## config.mk

```make
export PLATFORM = sky130hd
export DESIGN_NAME = branch_predict_unit
export DESIGN_NICKNAME = d
export VERILOG_FILES = /design/src/rtl/branch_predict_unit_pkg.sv /design/src/rtl/branch_predict_unit_btb_array.sv /design/src/rtl/branch_predict_unit.sv
export SDC_FILE = /design/constraint.sdc
export NUM_CORES = 2
export LEC_CHECK = 0
export CORE_UTILIZATION = 40
export CTS_BUF_LIST = sky130_fd_sc_hd__clkbuf_16
export DETAILED_ROUTE_END_ITERATION = 8
export DONT_BUFFER_PORTS = 1
export PLACE_DENSITY = 0.56
export SLEW_MARGIN = 20
export SYNTH_ARGS = -nofsm -noshare
export SYNTH_HDL_FRONTEND = slang
export SYNTH_SLANG_ARGS = --single-unit
```

## constraint.sdc

```tcl
create_clock -name clk -period 3 [get_ports clk]
set_clock_uncertainty 0.05 [all_clocks]
set_input_delay 0 -clock clk [delete_from_list [all_inputs] [get_ports clk]]
set_output_delay 0 -clock clk [all_outputs]
set_load 0.03 [all_outputs]
```

## src/rtl/branch_predict_unit_pkg.sv

```systemverilog
// Shared encodings and types for the branch prediction unit: counter states,
// the branch opcode and the layout of a prediction-tracking slot.
package branch_predict_unit_pkg;

    typedef enum logic [1:0] {
        SNT = 2'd0,
        WNT = 2'd1,
        WT  = 2'd2,
        ST  = 2'd3
    } ctr_e;

    localparam logic [6:0] OPC_BRANCH = 7'b1100011;
    localparam ctr_e       CTR_RESET  = WNT;

    // One in-flight prediction, carried from fetch to execute.
    typedef struct packed {
        logic        v;
        logic        pred_taken;
        logic [31:0] pred_target;
    } track_t;

endpackage

```

## src/rtl/branch_predict_unit_btb_array.sv

```systemverilog
// Direct-mapped BTB storage: asynchronous lookup port, synchronous
// allocate/update port, and the 2-bit saturating counter arithmetic.
module btb_array
    import branch_predict_unit_pkg::*;
#(
    parameter int ENTRIES = 16,
    parameter int IDX     = $clog2(ENTRIES)
) (
    input  logic        clk,
    input  logic        rst,
    input  logic [31:0] rd_pc_i,
    output logic        rd_hit_o,
    output ctr_e        rd_ctr_o,
    output logic [31:0] rd_target_o,
    input  logic        wr_en_i,
    input  logic        wr_taken_i,
    input  logic [31:0] wr_pc_i,
    input  logic [31:0] wr_target_i
);

    localparam int TAG_W = 30 - IDX;

    logic             valid_q  [ENTRIES];
    logic [TAG_W-1:0] tag_q    [ENTRIES];
    logic [31:0]      target_q [ENTRIES];
    ctr_e             ctr_q    [ENTRIES];

    logic [IDX-1:0]   rd_idx, wr_idx;
    logic [TAG_W-1:0] rd_tag, wr_tag;
    logic             wr_hit;
    ctr_e             wr_ctr_next;
    logic             unused_pc_bits;

    assign rd_idx = rd_pc_i[IDX+1:2];
    assign rd_tag = rd_pc_i[31:IDX+2];
    assign wr_idx = wr_pc_i[IDX+1:2];
    assign wr_tag = wr_pc_i[31:IDX+2];
    assign unused_pc_bits = ^{rd_pc_i[1:0], wr_pc_i[1:0]};

    // Lookup sees the pre-update contents when it shares an index with a write.
    assign rd_hit_o    = valid_q[rd_idx] && (tag_q[rd_idx] == rd_tag);
    assign rd_ctr_o    = ctr_q[rd_idx];
    assign rd_target_o = target_q[rd_idx];

    assign wr_hit = valid_q[wr_idx] && (tag_q[wr_idx] == wr_tag);

    // NOTE: every variable assigned in always_comb gets a default first so no latch is inferred.
    always_comb begin
        wr_ctr_next = ctr_q[wr_idx];
        unique case (ctr_q[wr_idx])
            SNT: wr_ctr_next = wr_taken_i ? WNT : SNT;
            WNT: wr_ctr_next = wr_taken_i ? WT  : SNT;
            WT:  wr_ctr_next = wr_taken_i ? ST  : WNT;
            ST:  wr_ctr_next = wr_taken_i ? ST  : WT;
            default: wr_ctr_next = CTR_RESET;
        endcase
    end

    // NOTE: the array is reset explicitly because a reset must leave every entry a guaranteed miss;
    // NOTE: sequential state uses non-blocking assignments only.
    always_ff @(posedge clk or negedge rst) begin
        if (!rst) begin
            for (int i = 0; i < ENTRIES; i++) begin
                valid_q[i]  <= 1'b0;
                tag_q[i]    <= '0;
                target_q[i] <= '0;
                ctr_q[i]    <= CTR_RESET;
            end
        end else if (wr_en_i) begin
            if (wr_hit) begin
                ctr_q[wr_idx] <= wr_ctr_next;
                if (wr_taken_i) begin
                    target_q[wr_idx] <= wr_target_i;
                end
            end else if (wr_taken_i) begin
                valid_q[wr_idx]  <= 1'b1;
                tag_q[wr_idx]    <= wr_tag;
                target_q[wr_idx] <= wr_target_i;
                ctr_q[wr_idx]    <= WT;
            end
        end
    end

endmodule

```

## src/rtl/branch_predict_unit.sv

```systemverilog
// Branch prediction/resolution unit beside fetch: BTB lookup at F, F->D->E
// prediction tracking, misprediction detection in E. BPU_PERF_CNT_EN adds counters.
module branch_predict_unit
    import branch_predict_unit_pkg::*;
#(
    parameter int BTB_ENTRIES = 16
) (
    input  logic        clk,
    input  logic        rst,
    input  logic [31:0] PCF,
    input  logic [31:0] InstrF,
    input  logic        LoadD,
    input  logic        BranchE,
    input  logic        Branch_resultE,
    input  logic [31:0] PCE,
    input  logic [31:0] PCTargetE,
    output logic [31:0] predicted_address,
    output logic        sel,
    output logic        flag,
    output logic [31:0] PCback
`ifdef BPU_PERF_CNT_EN
    ,
    output logic [31:0] BrCountE,
    output logic [31:0] MispCountE
`endif
);

    localparam int IDX = $clog2(BTB_ENTRIES);

    logic        btb_hit;
    ctr_e        btb_ctr;
    logic [31:0] btb_target;
    logic        lookup_hit;
    logic        resolve;
    logic        unused_instr_bits;

    track_t fd_q, fd_d;
    track_t de_q, de_d;

    assign unused_instr_bits = ^InstrF[31:7];

    btb_array #(
        .ENTRIES (BTB_ENTRIES),
        .IDX     (IDX)
    ) u_btb (
        .clk         (clk),
        .rst         (rst),
        .rd_pc_i     (PCF),
        .rd_hit_o    (btb_hit),
        .rd_ctr_o    (btb_ctr),
        .rd_target_o (btb_target),
        .wr_en_i     (resolve),
        .wr_taken_i  (Branch_resultE),
        .wr_pc_i     (PCE),
        .wr_target_i (PCTargetE)
    );

    assign lookup_hit        = btb_hit && (InstrF[6:0] == OPC_BRANCH);
    assign sel               = lookup_hit && btb_ctr[1];
    assign predicted_address = sel ? btb_target : '0;

    // A BranchE arriving on a bubble (DE invalid) is ignored entirely.
    assign resolve = BranchE && de_q.v;

    always_comb begin
        flag   = 1'b0;
        PCback = '0;
        if (resolve) begin
            if (de_q.pred_taken && !Branch_resultE) begin
                flag   = 1'b1;
                PCback = PCE + 32'd4;
            end else if (Branch_resultE &&
                         (!de_q.pred_taken || (de_q.pred_target != PCTargetE))) begin
                flag   = 1'b1;
                PCback = PCTargetE;
            end
        end
    end

    // A flush outranks a load-use stall: both slots hold younger, discarded work.
    always_comb begin
        fd_d = '{v: 1'b1, pred_taken: sel, pred_target: predicted_address};
        de_d = fd_q;
        if (flag) begin
            fd_d = '0;
            de_d = '0;
        end else if (LoadD) begin
            fd_d = fd_q;
            de_d = '0;
        end
    end

    always_ff @(posedge clk or negedge rst) begin
        if (!rst) begin
            fd_q <= '0;
            de_q <= '0;
        end else begin
            fd_q <= fd_d;
            de_q <= de_d;
        end
    end

`ifdef BPU_PERF_CNT_EN
    logic [31:0] br_cnt_q, misp_cnt_q;

    always_ff @(posedge clk or negedge rst) begin
        if (!rst) begin
            br_cnt_q   <= '0;
            misp_cnt_q <= '0;
        end else begin
            if (resolve && (br_cnt_q != 32'hFFFF_FFFF)) begin
                br_cnt_q <= br_cnt_q + 32'd1;
            end
            if (flag && (misp_cnt_q != 32'hFFFF_FFFF)) begin
                misp_cnt_q <= misp_cnt_q + 32'd1;
            end
        end
    end

    assign BrCountE   = br_cnt_q;
    assign MispCountE = misp_cnt_q;
`endif

endmodule
```

==> impl_metrics.toml <==
[die]
die_h_um = 367
core_region_area_um2 = 132000
row_count = 133
floorplan.initialDensity = 0.405
io_pins = 199
die-area_um2 = 135000
dieWidth_um = 367

[cells_and_area]
footprint_of_the_multi_input_gates_um2 = 26300
post_route_cells_drive_above_1_share = 0.468
layout_common_cells = "dfrtp_1 (1028), mux2_2 (749), nand2_1 (435), mux4_2 (354), buf_4 (329)"
post-route-cell-area_um2 = 65100
area_growth_syn_to_layout_pct = 21.9
seq_area_um2 = 26100
finish.net_count = 4399
fill_cells = 11400
final_common_cell = "dfrtp_1"

[yosys]
post_synth_instance_area_um2 = 53400
synthesis.yosys.warnings = 0
synth_largest_area_cell = "dfrtp_1"
synth_nets = 4088
synth.distinct_cells = 68
postSynthAreaPerCell_um2 = 13.5
synth.ff_latch_count = 1044
synth-edff-count = 0
ys_top_cells_by_area = "dfrtp_1 (48%), mux2_2 (17%), mux4_2 (15%)"
synth-seq-area-share = 0.489
ys_dominant_reg_cell = "dfrtp_1"
post-synth-top-area-fraction = 0.481
synth_async_sr_flop_share = 1.00
syn_inst = 3951

[timing]
worst-slew-pin-transition_ps = 1090
setup_repair_after_global_routing_missed_its_margin = "yes"
final-max-slew-violation-count = 0
post-route-period-util = 1.31
worst_slack_ps = -942
hold_violations = 0
slew_headroom = 0.269
finalSetupViolations = 553
hold_slack_ps = 63.4
max_freq_ghz = 0.254
finalCriticalPeriod_ps = 3940

[worst_hold_path]
min_path_type = "in2reg"

[setup_path]
cp.required_ps = 2950
timing_worst_setup_path_type = "reg2out"
critical_path.endpoint_type = "output port"
r2r_end = "u_btb.tag_q[200]"
crit_path_start = "u_btb.tag_q[231]"
crit_path_max_fanout = 16
reg2reg_depth = 13
critPathArrivalTime_ps = 3890
rr_startpoint = "u_btb.tag_q[257]"
crit_path_start_kind = "flop"
r2r_slack_ps = -600
endpoint = "predicted_address[1]"

[clock_network]
numClockSinks = 1044
clock_path_buffers = 3
clk_transition_reported_paths_ps = 60
worstSkewPairLatency_ps = 760
clk_root_buffer_cell = "clkbuf_16"
cts_htree_levels = 3
tritoncts = "built"
numCtsBuffers = 114

[placed_design]
dpl_worst_slack_ps = -522
post_dp_cell_area_um2 = 58500
port_buffers = 0
place_hpwl_mm = 102
routability_congestion_estimate_from_global_placement = 0.805

[drt]
dr.first_iter.drc_count = 3224
antenna_violating_nets_post_route = 0
detail_route.drc_violations = 0
wl_per_cell_um = 30.3
postRouteWirelength_mm = 185
first_pass_iters = 5
post_drt_via_cell_ratio = 5.94
num_vias = 36300

[power_and_ir_drop]
peakVddDrop_mv = 0.564
p_seq_frac = 0.457
static-leakage-power_nw = 29.6
power_frac_clock = 0.386
cell_internal_pwr_w = 0.0269
p_comb_frac = 0.157
switchingPower_w = 0.00936
switching_share = 0.258
power_per_cell_area_nw_per_um2 = 557

[global_routing]
maximum_number_of_pins_on_one_net_before_global_route_repair = 242
grt.overflow.total = 0
wire_length_of_the_first_global_routing_pass_mm = 270
antenna_found_initial = 9
grt_use_total = 0.274
grt_pass1_vias = 37100

[status]
status = "finished with violations"
failed_checks = "setup timing"

[run]
max-cap-violations = 0
[power by group through the flow]
stage / clock network [W] / registers (W) / logic [W]
5_1_grt: 0.0148 / 0.0167 / 0.00607
4_1_cts: 0.0143 / 0.0165 / 0.00565
3_3_place_gp: 0 / 0.0167 / 0.00503
3_5_place_dp: 0 / 0.0168 / 0.00512
2_1_floorplan: 0 / 0.0165 / 0.00382
6_report: 0.0140 / 0.0166 / 0.00570
[kinds of logic after synthesis]
family                     Yosys count  share of synthesized area
xor gates and xnor gates           111                     0.0182
DFF                               1044                      0.489
adders and majority gates            6                    0.00131
and+or+nand+nor                    836                     0.0735
muxes                             1290                      0.346
AOI/OAI and AO/OA                  261                     0.0366
buffers and inverters              403                     0.0346
[routing by layer]
| metal | vias up | share of wire | track usage |
|---|---|---|---|
| li1 | 15100 | - | - |
| met1 | 19600 | 0.42 | 0.380 |
| met2 | 1283 | 0.47 | 0.430 |
| met3 | 289 | 0.069 | 0.0525 |
| met4 | 0 | 0.036 | 0.0979 |
| met5 | - | 0 | 0 |
[worst min path at each step]
| stage | depth (start not counted) | slack [ps] | to | start |
|---|---|---|---|---|
| after global placement | 1 | -60 | u_btb.target_q[57] | rst |
| after global routing | 5 | 40 | fd_q[26] | PCF[5] |
| after CTS | 4 | 3 | fd_q[5] | PCF[5] |
| after detailed placement | 1 | -60 | u_btb.target_q[57] | rst |
| after floorplan | 0 | -350 | de_q[0] | rst |
| final | 7 | 60 | u_btb.ctr_q[28] | PCE[4] |
[cells in the mapped netlist (all sizes together) (55+ instances only)]
library cell     n
dfrtp         1028
mux2           841
nand2          442
mux4           354
clkbuf         274
buf            114
mux2i           95
and2            77
xnor2           75
nor2            72
a211oi          68
o21ai           55
[area by class of cell]
cell class | instances | share of cell area
Clock inverter | 91 | 0.0120
Timing Repair Buffer | 583 | 0.104
Antenna cell | 3 | 0.000115
Clock buffer | 114 | 0.0438
Inverter | 15 | 0.00106
Sequential cell | 1044 | 0.402
Multi-Input combinational cell | 2504 | 0.404
Tap cell | 1755 | 0.0337
[worst max-delay path: stages, from the launching register on]
cell,delay (ps)
dfrtp_1,380
buf_4,140
mux4_2,460
mux4_2,470
xnor2_1,140
buf_4,170
nand4_1,120
nor3_2,240
buf_4,160
nand4_1,120
buf_6,180
clkinv_8,80
buf_12,150
and2_4,170
buf_12,110
[what timing repair did]
item,in CTS,in global routing
setup endpoints to repair,563,573
resized for setup,191,106
gates cloned,22,6
hold buffers,86,0
pin swaps,31,25
hold endpoints to repair,2071,0
setup buffers,48,17
[metrics by stage]
step	util	TNS [ps]	cells	total power [W]
detailed placement	0.443	-231540	5744	0.0219
floorplan	-	-12670	3951	0.0203
global route	0.493	-258860	6107	0.0376
global placement	0.443	-205510	5744	0.0218
finish	0.493	-235310	6109	0.0363
CTS	0.491	-214180	6102	0.0364
[state kept, by name, indices dropped and copies added (netlist names)]
register	count
u_btb.target_q	512
u_btb.valid_q	16
u_btb.ctr_q	32
de_q	34
u_btb.tag_q	416
fd_q	34
(Power assumes the default switching activity.)
